<file path="src/rtl/xts_sector_ctrl_if.sv">
// rtl/xts_sector_ctrl_if.sv - host stream, command and core request signals of xts_sector_ctrl
interface xts_sector_ctrl_if #(
    parameter int BLK_CNT_W = 5
);
    logic                 i_start;
    logic                 i_enc;
    logic [BLK_CNT_W-1:0] i_num_blocks;
    logic [255:0]         i_key1;
    logic [255:0]         i_key2;
    logic [127:0]         i_tweak;
    logic [127:0]         i_data;
    logic                 i_data_valid;
    logic                 o_data_ready;
    logic [127:0]         o_data;
    logic                 o_data_valid;
    logic                 i_data_ready;
    logic                 o_busy;
    logic                 o_done;
    logic                 o_core_start;
    logic                 o_core_key_valid;
    logic                 o_core_en_de;
    logic [255:0]         o_core_key;
    logic [127:0]         o_core_data;
    logic [127:0]         i_core_data;
    logic                 i_core_data_valid;

    modport slave (
        input  i_start, i_enc, i_num_blocks, i_key1, i_key2, i_tweak,
        input  i_data, i_data_valid, i_data_ready, i_core_data, i_core_data_valid,
        output o_data_ready, o_data, o_data_valid, o_busy, o_done,
        output o_core_start, o_core_key_valid, o_core_en_de, o_core_key, o_core_data
    );

    modport master (
        output i_start, i_enc, i_num_blocks, i_key1, i_key2, i_tweak,
        output i_data, i_data_valid, i_data_ready, i_core_data, i_core_data_valid,
        input  o_data_ready, o_data, o_data_valid, o_busy, o_done,
        input  o_core_start, o_core_key_valid, o_core_en_de, o_core_key, o_core_data
    );
endinterface

</file>
<file path="src/rtl/xts_sector_ctrl.sv">
// rtl/xts_sector_ctrl.sv - XTS data-unit sequencer driving a single-block Serpent core
// Define XTS_TWEAK_ENCRYPT_EN to derive the initial tweak as E_key2(i_tweak) on the core.
module xts_sector_ctrl #(
    parameter int BLK_CNT_W = 5
) (
    input  logic             i_clk,
    input  logic             i_rstn,
    xts_sector_ctrl_if.slave bus
);
    typedef enum logic [2:0] {
        IDLE, TWK_REQ, TWK_WAIT, IN_WAIT, BLK_REQ, BLK_WAIT, OUT_HOLD, DONE
    } state_t;

    state_t               state;
    logic                 enc_q;
    logic [BLK_CNT_W-1:0] num_q;
    logic [BLK_CNT_W-1:0] cnt_q;
    logic [BLK_CNT_W-1:0] cnt_inc;
    logic [127:0]         twk_q;

    assign cnt_inc = cnt_q + {{(BLK_CNT_W-1){1'b0}}, 1'b1};

    function automatic logic [127:0] gf_double(input logic [127:0] t);
        return {t[126:0], 1'b0} ^ (t[127] ? 128'h87 : 128'h0);
    endfunction

    always_ff @(posedge i_clk or negedge i_rstn) begin
        if (!i_rstn) begin
            state                 <= IDLE;
            enc_q                 <= 1'b0;
            num_q                 <= '0;
            cnt_q                 <= '0;
            twk_q                 <= '0;
            bus.o_data_ready      <= 1'b0;
            bus.o_data            <= '0;
            bus.o_data_valid      <= 1'b0;
            bus.o_busy            <= 1'b0;
            bus.o_done            <= 1'b0;
            bus.o_core_start      <= 1'b0;
            bus.o_core_key_valid  <= 1'b0;
            bus.o_core_en_de      <= 1'b0;
            bus.o_core_key        <= '0;
            bus.o_core_data       <= '0;
        end else begin
            bus.o_core_start     <= 1'b0;
            bus.o_core_key_valid <= 1'b0;
            bus.o_done           <= 1'b0;
            case (state)
                IDLE: begin
                    if (bus.i_start) begin
                        enc_q      <= bus.i_enc;
                        num_q      <= bus.i_num_blocks;
                        cnt_q      <= '0;
                        twk_q      <= bus.i_tweak;
                        bus.o_busy <= 1'b1;
                        if (bus.i_num_blocks == '0) begin
                            state <= DONE;
                        end else begin
`ifdef XTS_TWEAK_ENCRYPT_EN
                            state <= TWK_REQ;
`else
                            state            <= IN_WAIT;
                            bus.o_data_ready <= 1'b1;
`endif
                        end
                    end
                end
                // Tweak pass: encrypt the sector number under key2 to obtain T0.
                TWK_REQ: begin
                    bus.o_core_start     <= 1'b1;
                    bus.o_core_key_valid <= 1'b1;
                    bus.o_core_key       <= bus.i_key2;
                    bus.o_core_en_de     <= 1'b1;
                    bus.o_core_data      <= twk_q;
                    state                <= TWK_WAIT;
                end
                TWK_WAIT: begin
                    if (bus.i_core_data_valid) begin
                        twk_q            <= bus.i_core_data;
                        bus.o_data_ready <= 1'b1;
                        state            <= IN_WAIT;
                    end
                end
                // Pre-whitened block goes straight into the core data register; no request is in flight here.
                IN_WAIT: begin
                    if (bus.i_data_valid) begin
                        bus.o_core_data  <= bus.i_data ^ twk_q;
                        bus.o_data_ready <= 1'b0;
                        state            <= BLK_REQ;
                    end
                end
                BLK_REQ: begin
                    bus.o_core_start     <= 1'b1;
                    bus.o_core_key_valid <= 1'b1;
                    bus.o_core_key       <= bus.i_key1;
                    bus.o_core_en_de     <= enc_q;
                    state                <= BLK_WAIT;
                end
                BLK_WAIT: begin
                    if (bus.i_core_data_valid) begin
                        bus.o_data       <= bus.i_core_data ^ twk_q;
                        bus.o_data_valid <= 1'b1;
                        state            <= OUT_HOLD;
                    end
                end
                OUT_HOLD: begin
                    if (bus.i_data_ready) begin
                        bus.o_data_valid <= 1'b0;
                        twk_q            <= gf_double(twk_q);
                        cnt_q            <= cnt_inc;
                        if (cnt_inc == num_q) begin
                            state <= DONE;
                        end else begin
                            bus.o_data_ready <= 1'b1;
                            state            <= IN_WAIT;
                        end
                    end
                end
                DONE: begin
                    bus.o_done <= 1'b1;
                    bus.o_busy <= 1'b0;
                    state      <= IDLE;
                end
                default: state <= IDLE;
            endcase
        end
    end
endmodule

</file>
<file path="src/flat_wrapper.sv">
// flat-port wrapper written by rule: the top's interface ports become plain ports
module xts_sector_ctrl_flat 
#(
    parameter int BLK_CNT_W = 5
)
  (i_clk, i_rstn, bus_i_start, bus_i_enc, bus_i_num_blocks, bus_i_key1, bus_i_key2, bus_i_tweak, bus_i_data, bus_i_data_valid, bus_i_data_ready, bus_i_core_data, bus_i_core_data_valid, bus_o_data_ready, bus_o_data, bus_o_data_valid, bus_o_busy, bus_o_done, bus_o_core_start, bus_o_core_key_valid, bus_o_core_en_de, bus_o_core_key, bus_o_core_data);
  xts_sector_ctrl_if #(.BLK_CNT_W(BLK_CNT_W)) bus_i ();
  input  logic i_clk;
  input  logic i_rstn;
  input wire logic [$bits(bus_i.i_start)-1:0] bus_i_start;
  input wire logic [$bits(bus_i.i_enc)-1:0] bus_i_enc;
  input wire logic [$bits(bus_i.i_num_blocks)-1:0] bus_i_num_blocks;
  input wire logic [$bits(bus_i.i_key1)-1:0] bus_i_key1;
  input wire logic [$bits(bus_i.i_key2)-1:0] bus_i_key2;
  input wire logic [$bits(bus_i.i_tweak)-1:0] bus_i_tweak;
  input wire logic [$bits(bus_i.i_data)-1:0] bus_i_data;
  input wire logic [$bits(bus_i.i_data_valid)-1:0] bus_i_data_valid;
  input wire logic [$bits(bus_i.i_data_ready)-1:0] bus_i_data_ready;
  input wire logic [$bits(bus_i.i_core_data)-1:0] bus_i_core_data;
  input wire logic [$bits(bus_i.i_core_data_valid)-1:0] bus_i_core_data_valid;
  output wire logic [$bits(bus_i.o_data_ready)-1:0] bus_o_data_ready;
  output wire logic [$bits(bus_i.o_data)-1:0] bus_o_data;
  output wire logic [$bits(bus_i.o_data_valid)-1:0] bus_o_data_valid;
  output wire logic [$bits(bus_i.o_busy)-1:0] bus_o_busy;
  output wire logic [$bits(bus_i.o_done)-1:0] bus_o_done;
  output wire logic [$bits(bus_i.o_core_start)-1:0] bus_o_core_start;
  output wire logic [$bits(bus_i.o_core_key_valid)-1:0] bus_o_core_key_valid;
  output wire logic [$bits(bus_i.o_core_en_de)-1:0] bus_o_core_en_de;
  output wire logic [$bits(bus_i.o_core_key)-1:0] bus_o_core_key;
  output wire logic [$bits(bus_i.o_core_data)-1:0] bus_o_core_data;
  assign bus_i.i_start = bus_i_start;
  assign bus_i.i_enc = bus_i_enc;
  assign bus_i.i_num_blocks = bus_i_num_blocks;
  assign bus_i.i_key1 = bus_i_key1;
  assign bus_i.i_key2 = bus_i_key2;
  assign bus_i.i_tweak = bus_i_tweak;
  assign bus_i.i_data = bus_i_data;
  assign bus_i.i_data_valid = bus_i_data_valid;
  assign bus_i.i_data_ready = bus_i_data_ready;
  assign bus_i.i_core_data = bus_i_core_data;
  assign bus_i.i_core_data_valid = bus_i_core_data_valid;
  assign bus_o_data_ready = bus_i.o_data_ready;
  assign bus_o_data = bus_i.o_data;
  assign bus_o_data_valid = bus_i.o_data_valid;
  assign bus_o_busy = bus_i.o_busy;
  assign bus_o_done = bus_i.o_done;
  assign bus_o_core_start = bus_i.o_core_start;
  assign bus_o_core_key_valid = bus_i.o_core_key_valid;
  assign bus_o_core_en_de = bus_i.o_core_en_de;
  assign bus_o_core_key = bus_i.o_core_key;
  assign bus_o_core_data = bus_i.o_core_data;
  xts_sector_ctrl #(.BLK_CNT_W(BLK_CNT_W)) u_core (.i_clk(i_clk), .i_rstn(i_rstn), .bus(bus_i));
endmodule
</file>
<file path="config.mk">
export PLATFORM = sky130hd
export DESIGN_NAME = xts_sector_ctrl_flat
export DESIGN_NICKNAME = d
export VERILOG_FILES = /design/src/rtl/xts_sector_ctrl_if.sv /design/src/rtl/xts_sector_ctrl.sv /design/src/flat_wrapper.sv
export SDC_FILE = /design/constraint.sdc
export NUM_CORES = 2
export LEC_CHECK = 0
export ABC_AREA = 1
export BUFFER_PORTS_ARGS = -buffer_cell sky130_fd_sc_hd__buf_2
export CORE_AREA = 3 3 553 555
export DETAILED_ROUTE_END_ITERATION = 10
export DIE_AREA = 0 0 556 558
export SLEW_MARGIN = 20
export SYNTH_ARGS = -nofsm -noshare
export SYNTH_HDL_FRONTEND = slang
export SYNTH_SLANG_ARGS = --single-unit
</file>
<file path="constraint.sdc">
create_clock -name i_clk -period 2.2 [get_ports i_clk]
set_input_delay 0.11 -clock i_clk [delete_from_list [all_inputs] [get_ports i_clk]]
set_output_delay 0.11 -clock i_clk [all_outputs]
set_load 0.005 [all_outputs]
</file>
==> results.md <==
- Initial antenna violation count: 87
- Seq/Total Area, Yosys: 0.532
- Layout cell share with drive strength beyond 1: 0.286
- CTS max path bufs: 4
- Final instance area: 0.0560 mm2
- Outcome: finished clean
- Cell Rows: 202
- Slew @ Worst Pin: 0.616 ns
- ANT nets after route: 0
- Final-report hold violation count: 0
- Placed Area: between 0.04 and 0.05 mm2
- CP startpoint kind: flop
- Seq cells post-synth: 660
- Port bufs: ~1.4k
- # setup viols final: 0
- Drt first-iter violations: 4,021
- I/O pin total: 1,427
- Vias in the first global route: 37.8k
- Global-route wire length before repair: 313 mm
- Cell taking the most area after synthesis: dfrtp_1
- Post-Synthesis Cells: 3,730
- Post-synth top area share: 0.532
- Wire length per cell: ~23 um
- Die H: 558 um
- Post-layout min period: 2.11 ns
- Die area: 0.310 mm2
- Setup Fix Bufs, Post-CTS: 0
- Critical path class: reg2reg
- Routed WL: 239 mm
- PwrDens: 1360 mW/mm2
- Post-route setup TNS: 0 ns
- F_max: 474 MHz
- DR vias: 38.5k
- Area grow syn2layout: 80.5%
- RSZ-0062 raised after global routing: true
- VDD IR-drop max: 0.785 mV
- Placer Congestion: 0.915
- Final core occ: 0.185
- Global route overflow: 0
- Drt drc: 0
- Mapped Area: 0.0310 mm2
- Root Buffer: clkbuf_16
- Reg2Reg Capture Point: u_core.bus.o_core_key[92]
- Largest net degree at the start of global routing: between 90 and 100
- Total global-route track usage: 0.145
- Core area: 0.302 mm2
- First-pass DRT Iterations: 6
- Ranking of synthesized cells by area: dfrtp_1 (53%), o21ai_0 (12%), nand2_1 (9.5%)
- DP HPWL: around 180 mm
- Leak Pwr: 25.4 nW
- Final worst path period share: 0.960
- Synth Warn #: 0
- Clock slew at reported path FFs: 0.06 ns
- Worst EP arrival: 2.76 ns
- Total CTS buffers: 84
- Setup crit end kind: flop
- Worst slew margin: 0.589
- Syn_nets: roughly 4.6k
- Worst-skew pair later-pin latency: 0.78 ns
- Initial Utilization: 0.103
- TritonCTS clock tree: built
- Final Skew: 0.0456 ns
- Max-slew violations: 0
- Vias per inst: 3.79
- Clk sinks: 660
- Final #Nets: 6,996
- Hold Path Class: in2async
- R2R depth: 8
- Critical Path Fanout Max: 71
- RR Startpoint: u_core.state[1]
- Max-Cap Viols: 0
- Synth unique cells: 28
- Die width: 556 um
- Worst EP required: 2.85 ns
- H-tree depth reported by CTS: 3
- Syn_area_per_cell: approximately 8.3 um2
- Reg2reg setup slack: roughly 0.09 ns
-- layout by cell type, fill, tap and decap left out, types with 111 or more instances in the layout --
master | synthesis | layout
a21oi_1 | 352 | 352
buf_2 | 86 | 1425
buf_4 | 13 | 149
dfrtp_1 | 660 | 659
dlygate4sd3_1 | 0 | 913
inv_1 | 113 | 111
nand2_1 | 788 | 786
nor2_1 | 501 | 496
o21ai_0 | 714 | 711
xnor2_1 | 132 | 132
xor2_1 | 128 | 128
-- critical path, cell delays in order (launching register included) --
cell,delay [ns]
dfrtp_1,0.37
inv_1,0.12
nand2_1,0.14
nor2_4,0.21
inv_8,0.08
buf_12,0.17
buf_12,0.30
nor2_2,0.27
o21ai_0,0.13
-- cell families after synthesis --
group / Yosys count / synth area share
XOR/XNOR: 260 / 0.0734
multiplexers: 1 / 0.000363
flip-flops: 660 / 0.532
adder cells (fa/ha/maj): 1 / 0.000403
buffers and inverters: 372 / 0.0501
AND/OR/NAND/NOR: 1321 / 0.162
AO/OA/AOI/OAI: 1115 / 0.181
-- timing repair --
action,CTS,global route
endpoints found under the hold margin,1317,0
setup endpoints to repair,0,55
resized for setup,0,14
hold buffers,914,0
-- worst max path at each step --
stage	end	slack, ns	start
after floorplan	u_core.bus.o_core_key[100]	0.55	u_core.state[1]
after global placement	u_core.bus.o_core_key[79]	-0.12	u_core.state[1]
after global routing	u_core.enc_q	-0.01	u_core.state[0]
final	u_core.bus.o_core_key[92]	0.09	u_core.state[1]
after detailed placement	u_core.bus.o_core_key[92]	0.03	u_core.state[1]
after CTS	u_core.bus.o_core_key[92]	0.05	u_core.state[1]
-- Yosys cell counts, drive strengths merged --
| cell type | n |
|---|---|
| nand2 | 789 |
| o21ai | 748 |
| dfrtp | 660 |
| nor2 | 503 |
| a21oi | 352 |
| clkbuf | 151 |
| xnor2 | 132 |
| xor2 | 128 |
| inv | 117 |
| buf | 104 |
| nand3 | 17 |
| o211ai | 13 |
| nand4 | 6 |
| nor3 | 4 |
| nand3b | 2 |
| ha | 1 |
| mux2 | 1 |
| o22a | 1 |
| o22ai | 1 |
-- flip-flops by register name, summed over array words and instances (netlist names) --
name and cells:
u_core.bus.o_data_ready 1, u_core.bus.o_data 128, u_core.bus.o_core_key 256, u_core.cnt_q 5, u_core.enc_q 1, u_core.bus.o_data_valid 1, u_core.bus.o_busy 1, u_core.bus.o_core_data 128
u_core.twk_q 128, u_core.num_q 5, u_core.bus.o_core_en_de 1, u_core.state 3, u_core.bus.o_done 1, u_core.bus.o_core_start 1
-- layer usage --
| layer | track usage | wire length (um) | part of all wire |
|---|---|---|---|
| met5 | 0 | 227 | 0.00095 |
| met3 | 0.0463 | 23100 | 0.097 |
| met2 | 0.245 | 113000 | 0.47 |
| met4 | 0.0722 | 13800 | 0.058 |
| met1 | 0.163 | 89000 | 0.37 |
-- per-stage QoR --
| stage | worst slack (ns) | hold slack, ns | power (mW) | instances |
|---|---|---|---|---|
| 3_3_place_gp | -0.121 | 0.0902 | 59.5 | 9062 |
| 4_1_cts | 0.0478 | 0.0390 | 76.0 | 10100 |
| 2_1_floorplan | 0.555 | -0.186 | 38.3 | 3730 |
| 3_5_place_dp | 0.0298 | 0.0889 | 59.8 | 9062 |
| 6_report | 0.0888 | 0.147 | 75.9 | 10200 |
| 5_1_grt | -0.0138 | 0.0826 | 80.8 | 10200 |
-- where the power goes --
group          switching (mW)  total (mW)  internal (mW)  leakage, nW
clock                    5.93        14.1           8.16         1.31
combinational            24.5        38.1           13.6         16.3
sequential               5.50        23.7           18.2         7.83
total                    35.9        75.9           40.0         25.4
-- area by class of cell --
cell class / count / area [um2]
antenna: 56 / 140
clock buffer: 118 / 2440
clock inverter: 21 / 240
fill: 33000 / 246000
inverter: 117 / 457
multi-input combinational: 2698 / 13000
sequential: 660 / 16500
tap: 3978 / 4980
timing repair buffer: 2526 / 18200
Note: power is estimated with default switching activity, not from simulation.
